**src/rtl/safe_pkg.sv**
```systemverilog
// Shared types for the safe 2-bit state-code link: code constants, encoder
// state encoding, decoder FSM states and transition classes.
package safe_pkg;

  localparam logic [1:0] CODE_S0 = 2'b01;
  localparam logic [1:0] CODE_S1 = 2'b10;
  localparam logic [1:0] CODE_S2 = 2'b11;
  localparam logic [1:0] CODE_S3 = 2'b00;

  // Enum values are the wire codes, so a cast from code_in is lossless.
  typedef enum logic [1:0] {
    S0 = 2'b01,
    S1 = 2'b10,
    S2 = 2'b11,
    S3 = 2'b00
  } safe_state_t;

  typedef enum logic {
    HUNT  = 1'b0,
    TRACK = 1'b1
  } dec_state_t;

  typedef enum logic [2:0] {
    NOBIT   = 3'd0,
    BIT0    = 3'd1,
    BIT1    = 3'd2,
    RESYNC  = 3'd3,
    ILLEGAL = 3'd4
  } trans_t;

  function automatic safe_state_t code_to_state(input logic [1:0] code);
    return safe_state_t'(code);
  endfunction

endpackage

```
**src/rtl/safe_trans_class.sv**
```systemverilog
// Combinational classifier: maps a (previous, current) encoder state pair to
// the kind of transition it represents on the link.
module safe_trans_class
  import safe_pkg::*;
(
  input  safe_state_t prev_i,
  input  safe_state_t cur_i,
  output trans_t      trans_o
);

  // Pair lookup; anything not explicitly legal is treated as illegal.
  always_comb begin
    trans_o = ILLEGAL;
    case (prev_i)
      S0: begin
        case (cur_i)
          S0, S1:  trans_o = NOBIT;
          default: trans_o = ILLEGAL;
        endcase
      end
      S1: begin
        case (cur_i)
          S1:      trans_o = BIT0;
          S2:      trans_o = BIT1;
          S0:      trans_o = RESYNC;
          default: trans_o = ILLEGAL;
        endcase
      end
      S2: begin
        case (cur_i)
          S1:      trans_o = BIT0;
          S3:      trans_o = BIT1;
          S0:      trans_o = RESYNC;
          default: trans_o = ILLEGAL;
        endcase
      end
      S3: begin
        case (cur_i)
          S3:      trans_o = BIT0;
          S2:      trans_o = BIT1;
          S0:      trans_o = RESYNC;
          default: trans_o = ILLEGAL;
        endcase
      end
      default: trans_o = ILLEGAL;
    endcase
  end

endmodule

```
**src/rtl/safe_stream_decoder.sv**
```systemverilog
// Receive-side decoder for the safe 4-state code link: locks onto S0, recovers
// data bits from state transitions, packs them MSB-first and counts illegal pairs.
module safe_stream_decoder
  import safe_pkg::*;
#(
  parameter int WORD_W = 8,
  parameter int ERR_W  = 8
) (
  input  logic              clk,
  input  logic              reset,
  input  logic [1:0]        code_in,
  output logic              locked,
  output logic [1:0]        state_out,
  output logic              bit_valid,
  output logic              bit_out,
  output logic              word_valid,
  output logic [WORD_W-1:0] word_out,
  output logic              err,
  output logic [ERR_W-1:0]  err_count
);

  localparam int CNT_W = $clog2(WORD_W);
  localparam logic [CNT_W-1:0] CNT_LAST = CNT_W'(WORD_W - 1);

  dec_state_t        state_q, state_d;
  safe_state_t       prev_q, prev_d;
  logic [CNT_W-1:0]  bit_cnt_q, bit_cnt_d;
  logic [WORD_W-1:0] shreg_q, shreg_d;
  logic [WORD_W-1:0] word_q, word_d;
  logic [ERR_W-1:0]  err_cnt_q, err_cnt_d;
  logic              locked_q, locked_d;
  logic [1:0]        state_out_q, state_out_d;
  logic              bit_valid_q, bit_valid_d;
  logic              bit_out_q, bit_out_d;
  logic              word_valid_q, word_valid_d;
  logic              err_q, err_d;

  safe_state_t       cur_s;
  trans_t            trans_s;
  logic              new_bit_s;

  assign cur_s     = code_to_state(code_in);
  assign new_bit_s = (trans_s == BIT1);

  safe_trans_class u_trans_class (
    .prev_i  (prev_q),
    .cur_i   (cur_s),
    .trans_o (trans_s)
  );

  // Next-state logic for the lock FSM, word assembly and error tracking.
  always_comb begin
    state_d      = state_q;
    prev_d       = prev_q;
    bit_cnt_d    = bit_cnt_q;
    shreg_d      = shreg_q;
    word_d       = word_q;
    err_cnt_d    = err_cnt_q;
    locked_d     = locked_q;
    bit_valid_d  = 1'b0;
    bit_out_d    = 1'b0;
    word_valid_d = 1'b0;
    err_d        = 1'b0;

    case (state_q)
      HUNT: begin
        if (code_in == CODE_S0) begin
          state_d  = TRACK;
          prev_d   = S0;
          locked_d = 1'b1;
        end else begin
          locked_d = 1'b0;
        end
      end
      TRACK: begin
        prev_d   = cur_s;
        locked_d = 1'b1;
        case (trans_s)
          BIT0, BIT1: begin
            bit_valid_d = 1'b1;
            bit_out_d   = new_bit_s;
            shreg_d     = {shreg_q[WORD_W-2:0], new_bit_s};
            if (bit_cnt_q == CNT_LAST) begin
              word_d       = shreg_d;
              word_valid_d = 1'b1;
              bit_cnt_d    = {CNT_W{1'b0}};
            end else begin
              bit_cnt_d = bit_cnt_q + CNT_W'(1);
            end
          end
          RESYNC: begin
            bit_cnt_d = {CNT_W{1'b0}};
            shreg_d   = {WORD_W{1'b0}};
          end
          ILLEGAL: begin
            err_d     = 1'b1;
            state_d   = HUNT;
            locked_d  = 1'b0;
            bit_cnt_d = {CNT_W{1'b0}};
            shreg_d   = {WORD_W{1'b0}};
            if (err_cnt_q != {ERR_W{1'b1}}) begin
              err_cnt_d = err_cnt_q + ERR_W'(1);
            end else begin
              err_cnt_d = err_cnt_q;
            end
          end
          default: begin
            bit_cnt_d = bit_cnt_q;
          end
        endcase
      end
      default: begin
        state_d  = HUNT;
        locked_d = 1'b0;
      end
    endcase

    state_out_d = locked_d ? code_in : CODE_S0;
  end

  // State and output registers; reset wins over every other event.
  always_ff @(posedge clk) begin
    if (!reset) begin
      state_q      <= HUNT;
      prev_q       <= S0;
      bit_cnt_q    <= {CNT_W{1'b0}};
      shreg_q      <= {WORD_W{1'b0}};
      word_q       <= {WORD_W{1'b0}};
      err_cnt_q    <= {ERR_W{1'b0}};
      locked_q     <= 1'b0;
      state_out_q  <= CODE_S0;
      bit_valid_q  <= 1'b0;
      bit_out_q    <= 1'b0;
      word_valid_q <= 1'b0;
      err_q        <= 1'b0;
    end else begin
      state_q      <= state_d;
      prev_q       <= prev_d;
      bit_cnt_q    <= bit_cnt_d;
      shreg_q      <= shreg_d;
      word_q       <= word_d;
      err_cnt_q    <= err_cnt_d;
      locked_q     <= locked_d;
      state_out_q  <= state_out_d;
      bit_valid_q  <= bit_valid_d;
      bit_out_q    <= bit_out_d;
      word_valid_q <= word_valid_d;
      err_q        <= err_d;
    end
  end

  assign locked     = locked_q;
  assign state_out  = state_out_q;
  assign bit_valid  = bit_valid_q;
  assign bit_out    = bit_out_q;
  assign word_valid = word_valid_q;
  assign word_out   = word_q;
  assign err        = err_q;
  assign err_count  = err_cnt_q;

endmodule

```
**config.mk**
```make
export PLATFORM = sky130hd
export DESIGN_NAME = safe_stream_decoder
export DESIGN_NICKNAME = d
export VERILOG_FILES = /design/src/rtl/safe_pkg.sv /design/src/rtl/safe_trans_class.sv /design/src/rtl/safe_stream_decoder.sv
export SDC_FILE = /design/constraint.sdc
export NUM_CORES = 1
export LEC_CHECK = 0
export ABC_AREA = 1
export BUFFER_PORTS_ARGS = -buffer_cell sky130_fd_sc_hd__clkbuf_2
export CORE_MARGIN = 2
export CORE_UTILIZATION = 40
export DETAILED_ROUTE_END_ITERATION = 10
export GPL_ROUTABILITY_DRIVEN = 0
export PLACE_DENSITY = 0.65
export SKIP_LAST_GASP = 1
export SLEW_MARGIN = 20
export SYNTH_ARGS = -nofsm -noshare
export SYNTH_HDL_FRONTEND = slang
export SYNTH_HIERARCHICAL = 1
export SYNTH_SLANG_ARGS = --single-unit
export TNS_END_PERCENT = 30
```
**constraint.sdc**
```tcl
create_clock -name clk -period 2.21 [get_ports clk]
set_input_delay 0.3315 -clock clk [delete_from_list [all_inputs] [get_ports clk]]
set_output_delay 0.3315 -clock clk [all_outputs]
set_load 0.02 [all_outputs]
```
# Word-level counts from Yosys, hierarchy flattened
# Cells that the tools add are included.
dict set report word_totals {
  register_bits 35
  input_bits 4
  out_inout_bits 23
  wordCells 55
}
dict set report op_classes {
  n_addsub 2
  n_eq_ne 13
  mux 16
  n_bitwise 1
  n_reduce_logical 12
}
# operator n
set ops {}
lappend ops {{$pmux 3 s3} 3}
lappend ops {{$pmux 7 s2} 1}
lappend ops {{$pmux 3 s4} 1}
lappend ops {{$reduce_and 3->1} 3}
lappend ops {{$add 8x1->8 const B} 1}
lappend ops {{$eq 2x2->1 const B} 4}
lappend ops {{$ne 8x8->1 const B} 1}
lappend ops {{$eq 3x2->1 const B} 2}
lappend ops {{$eq 3x3->1 const B} 2}
lappend ops {{$mux 3} 2}
lappend ops {{$pmux 3 s2} 1}
lappend ops {{$reduce_and 2->1} 3}
lappend ops {{$reduce_or 2->1} 3}
lappend ops {{$mux 1} 5}
lappend ops {{$eq 2x1->1 const B} 2}
lappend ops {{$logic_not 2->1} 2}
lappend ops {{$pmux 2 s2} 1}
lappend ops {{$add 3x1->3 const B} 1}
lappend ops {{$eq 3x1->1 const B} 1}
lappend ops {{$mux 2} 1}
lappend ops {{$ne 2x2->1 const B} 1}
lappend ops {{$pmux 1 s2} 1}
lappend ops {{$reduce_bool 2->1} 1}
lappend ops {{$not 1->1} 1}

# Depth between registers and ports, before layout
dict set report depth {
  depth_word 8
  depth_mapped 14
  depth_no_buf 14
}

# Cells and area by module
# Netlist, hierarchy kept.
# mod instances cells_per_inst area_per_inst_um2 seq_area_each_um2
set modules_own_cells {}
lappend modules_own_cells {safe_stream_decoder 1 214 1561.5 700.7}
lappend modules_own_cells {safe_trans_class 1 26 141.4 0.0}

# Worst setup path after synthesis
# Ideal clock, no wire load.
dict set report synth_timing {
  path_kind {input port to flip-flop}
  startpoint {in code_in[0]}
  endpoint {reg word_q[0], in the netlist word_out[0]}
  setup_time_ns 0.132
  t_arrival_ns 1.530
  required_time_ns 2.078
  setup_slack_ns 0.547
  cell_stages 11
  path_buffers 0
  path_cell_list {inv_1 > ha_1 > inv_1 > o21ai_1 > inv_2 > nand2_2 > nand3_4 > inv_2 > nand2_2 > nand2_1 > a21oi_1}
}
dict set report synth_via {
  word_cells_on_any_way 14
  cone_classes {eq/ne: 5; mux: 5; reduce/logical: 4}
}
# element line
set synth_lines {}
lappend synth_lines {{start: declaration} safe_stream_decoder.sv:11} ;# input logic [1:0] code_in,
lappend synth_lines {{$eq 2x1->1 (tied with other cells)} {safe_trans_class.sv:22, safe_trans_class.sv:30, safe_trans_class.sv:38}}
lappend synth_lines {{$pmux 3 s3, on equally long branches} {safe_trans_class.sv:38, safe_trans_class.sv:22, safe_trans_class.sv:30}}
lappend synth_lines {{$pmux 3 s4 (*)} safe_trans_class.sv:14} ;# case (prev_i)
lappend synth_lines {{named net trans_s[0]} safe_stream_decoder.sv:39} ;# trans_t trans_s;
lappend synth_lines {{$eq 3x2->1 / $eq 3x1->1 (equally long branches)} {safe_stream_decoder.sv:43, safe_stream_decoder.sv:78}}
lappend synth_lines {{$reduce_or 2->1} safe_stream_decoder.sv:78} ;# case (trans_s)
lappend synth_lines {{$reduce_and 3->1 (no line)} n/a}
lappend synth_lines {{end signal: assignment} safe_stream_decoder.sv:128} ;# word_q <= {WORD_W{1'b0}};
lappend synth_lines {{end signal: assignment} safe_stream_decoder.sv:141} ;# word_q <= word_d;
lappend synth_lines {{end: declaration} safe_stream_decoder.sv:29} ;# logic [WORD_W-1:0] word_q, word_d;
# Mark *: on every way through the listed nets, which the timed path passes. The rest lies on a longest branch.
# A chain may end at the register's enable or synchronous reset.

# Worst setup path in the final report
dict set report layout_timing {
  startpoint {in code_in[0]}
  endpoint {reg err_cnt_q[7], in the netlist err_count[7]}
}
dict set report layout_via {
  elab_chain_cells 6
  word_cells_on_any_way 12
  cone_classes {eq/ne: 4; mux: 5; reduce/logical: 3}
}
# element line
set layout_lines {}
lappend layout_lines {{$eq 2x1->1 / $eq 2x2->1 (equally long branches)} n/a}
lappend layout_lines {{$reduce_or 2->1} safe_trans_class.sv:16} ;# case (cur_i)
lappend layout_lines {{$mux 3} safe_trans_class.sv:16}
lappend layout_lines {{$pmux 3 s4 (*)} safe_trans_class.sv:14}
lappend layout_lines {{named net trans_s[2]} safe_stream_decoder.sv:39}
lappend layout_lines {{$eq 3x3->1 (*)} safe_stream_decoder.sv:78}
lappend layout_lines {{$reduce_and 3->1 (no line) (*)} n/a}
lappend layout_lines {{end signal: assignment} safe_stream_decoder.sv:129} ;# err_cnt_q <= {ERR_W{1'b0}};
lappend layout_lines {{end signal: assignment} safe_stream_decoder.sv:142} ;# err_cnt_q <= err_cnt_d;
lappend layout_lines {{end: declaration} safe_stream_decoder.sv:30} ;# logic [ERR_W-1:0] err_cnt_q, err_cnt_d;
# Marks and branches as above.

==> metrics.csv <==
metric,value,unit
worst-margin pin slew,0.434,ns
Nets,283,
NetSw,0.357,mW
chip width,69.2,µm
antenna-violating nets left,0,
Total GRT Usage,15.2,%
initial antenna violation count,0,
CTS tree,yes,
yosys warns,6,
drt wl/cell,10.4,µm
GRT overflow,0,
class of the worst hold path,in2reg,
GR Layer Usage met1,17.5,%
Critical Path RT,2.40,ns
Tcrit/Tclk final,81.3,%
Lkg Pwr,0.889,nW
post-DP HPWL,2480,µm
worst slew margin relative to its limit,71.0,%
layout cells sized above 1,19.0,%
TritonRoute pass-1 iters,4,
Seq pwr share,51.9,%
Mapped Cells,240,
Register-to-Register Path Depth,9,
status,"complete, no violations",
Clock Power Share,34.0,%
worst hold path cell count,3,
Post-Route WL,3360,µm
clock transition at the registers of the reported paths,0.07,ns
M2 GR Usage,26.2,%
1st-iter DRT viols,69,
DRC,0,
Layout Area Growth over Synthesis,16.1,%
first-pass GRT wire length,6010,µm
nature of the critical path startpoint,input pin,
vias,1533,
Starting Density,42.0,%
Antenna diodes,0,
area share of the largest cell type after synthesis,41.1,%
power per cell area,653,nW/µm²
H-tree depth,2,
Max-Cap Viols,0,
"Hold Vio Cnt, Final",0,
die area,4790,µm²
Worst Skew,0.00718,ns
drt via density,4.75,
nature of the critical path endpoint,register,
GR peak layer,met2,
fin crit period,1.80,ns
fillers,423,
CTS root buffer,clkbuf_8,
Fin Setup TNS,0,ns
post-CTS resize count,0,
Final Util,48.7,%
Global Route met3 Usage,4.51,%
RSZ-0062 raised after global routing,no,
Critical Path AT,1.98,ns
sw frac,27.7,%
worst skew pair latency,0.29,ns
pin count of the biggest net entering global routing,16,
part of the power in combinational logic,14.1,%
Die Y-Extent,69.2,µm
cell row count,23,
post-CTS setup buffers,0,
clock sinks,35,
count of input and output buffers,26,
Slew Limit Fails,0,
synthesized area,1700,µm²
"Seq/Total Area, Yosys",41.1,%
Crit Path Category,in2reg,
Yosys reg bits,35,
Netlist cell types,26,
"Max FO, Critical Path",12,
total power,1.29,mW
vias in the first global route,1419,
CTS Hold Buffers Added,0,
largest area contributor in the netlist,dfxtp_1,
Top Ports,27,
Max Fclk,556,MHz
ranking of synthesized cells by area,"dfxtp_1, nand2_1, nor2_1",
syn nets,251,
Pint,0.934,mW
maximum VDD drop,0.445,mV
CTS Buf Count,5,
clk buf depth,2,
syn avg cell area,7.10,µm²
Finish-stage setup viols,0,
Core Area,4060,µm²
==> cell families (layout without fill, tap and decap cells) <==
logic type                 after synthesis  after routing  share of synthesized area (%)
xor gates and xnor gates                 1              1                          0.514
buffers and inverters                   34             67                           8.16
DFF                                     35             35                           41.1
and+or+nand+nor                        143            143                           38.2
adders and majority gates                7              7                           5.14
AOI/OAI and AO/OA                       20             20                           6.83
==> through the flow <==
| stage | hold slack, ns | instances | setup WS (ns) | cell area, µm² |
|---|---|---|---|---|
| floorplan | 0.435 | 240 | 0.547 | 1700 |
| global placement | 0.451 | 315 | 0.194 | 1900 |
| detailed placement | 0.453 | 315 | 0.119 | 1900 |
| CTS | 0.340 | 323 | 0.428 | 1980 |
| global route | 0.364 | 323 | 0.184 | 1980 |
| finish | 0.344 | 323 | 0.413 | 1980 |
==> synthesized netlist by cell type <==
cell and number:
a31oi_1 2, nor2_2 1, a21boi_4 1, nand2_2 5
buf_6 1, nor2_4 1, nand4_1 4, xor2_1 1
o21ai_0 2, a21oi_1 13, nand3b_1 1, nand3_1 25
o21ai_1 2, nor3_1 3, inv_1 24, clkinv_1 2
clkbuf_1 1, nor3_2 1, nand2_4 3, ha_1 7
dfxtp_1 35, nand3_4 1, nor2_1 42, nand2_1 56
buf_2 3, inv_2 3
==> cell usage in the layout (no fill, tap or decap), types with 5 or more instances in the layout <==
cell / count
clkbuf_2: 26
nand2_1: 56
ha_1: 7
nand2_2: 5
clkbuf_8: 5
nand3_1: 25
nor2_1: 42
inv_1: 24
a21oi_1: 13
dfxtp_1: 35
==> critical path: stages <==
cell	delay (ns)
clkbuf_2	0.13
inv_1	0.07
ha_1	0.28
inv_1	0.07
nand3_1	0.07
nand3_1	0.15
nand2_1	0.08
nor2_2	0.37
nand2_1	0.21
nor2_1	0.15
nor2_1	0.05
==> metal layers <==
layer | vias to the layer above | part of all wire, %
met2 | 24 | 48
li1 | 818 | -
met4 | 0 | 1.8
met3 | 6 | 3.8
met1 | 685 | 46
met5 | - | 0
==> sequential cells by signal (all words and copies together) (netlist names) <==
name / flops
bit_cnt_q: 3
prev_q: 2
shreg_q: 7
err: 1
word_valid: 1
bit_out: 1
bit_valid: 1
word_out: 8
err_count: 8
state_out: 2
locked: 1
==> worst paths after layout <==
check / end / slack, ns / start
hold reg to reg: word_out[3] / 0.46 / word_out[3]
hold / removal: state_out[0] / 0.34 / code_in[0]
setup / recovery: err_count[7] / 0.41 / code_in[0]
setup reg to reg: err_count[7] / 0.45 / prev_q[0]
==> cell type report <==
type	instances	area [µm²]	area share [%]
inverter	29	109	5.51
clock buffer	7	76.3	3.86
clock inverter	1	5.00	0.253
timing repair buffer	30	160	8.10
sequential	35	701	35.4
multi-input combinational	171	863	43.7
tap	50	62.6	3.16
==> power groups by stage <==
stage | Clock, mW | Sequential (mW) | Combinational [mW]
global route | 0.476 | 0.672 | 0.207
finish | 0.439 | 0.670 | 0.182
detailed placement | 0 | 0.684 | 0.183
floorplan | 0 | 0.690 | 0.133
global placement | 0 | 0.683 | 0.180
CTS | 0.451 | 0.670 | 0.184
No activity file was read; power rests on OpenSTA's default activity.
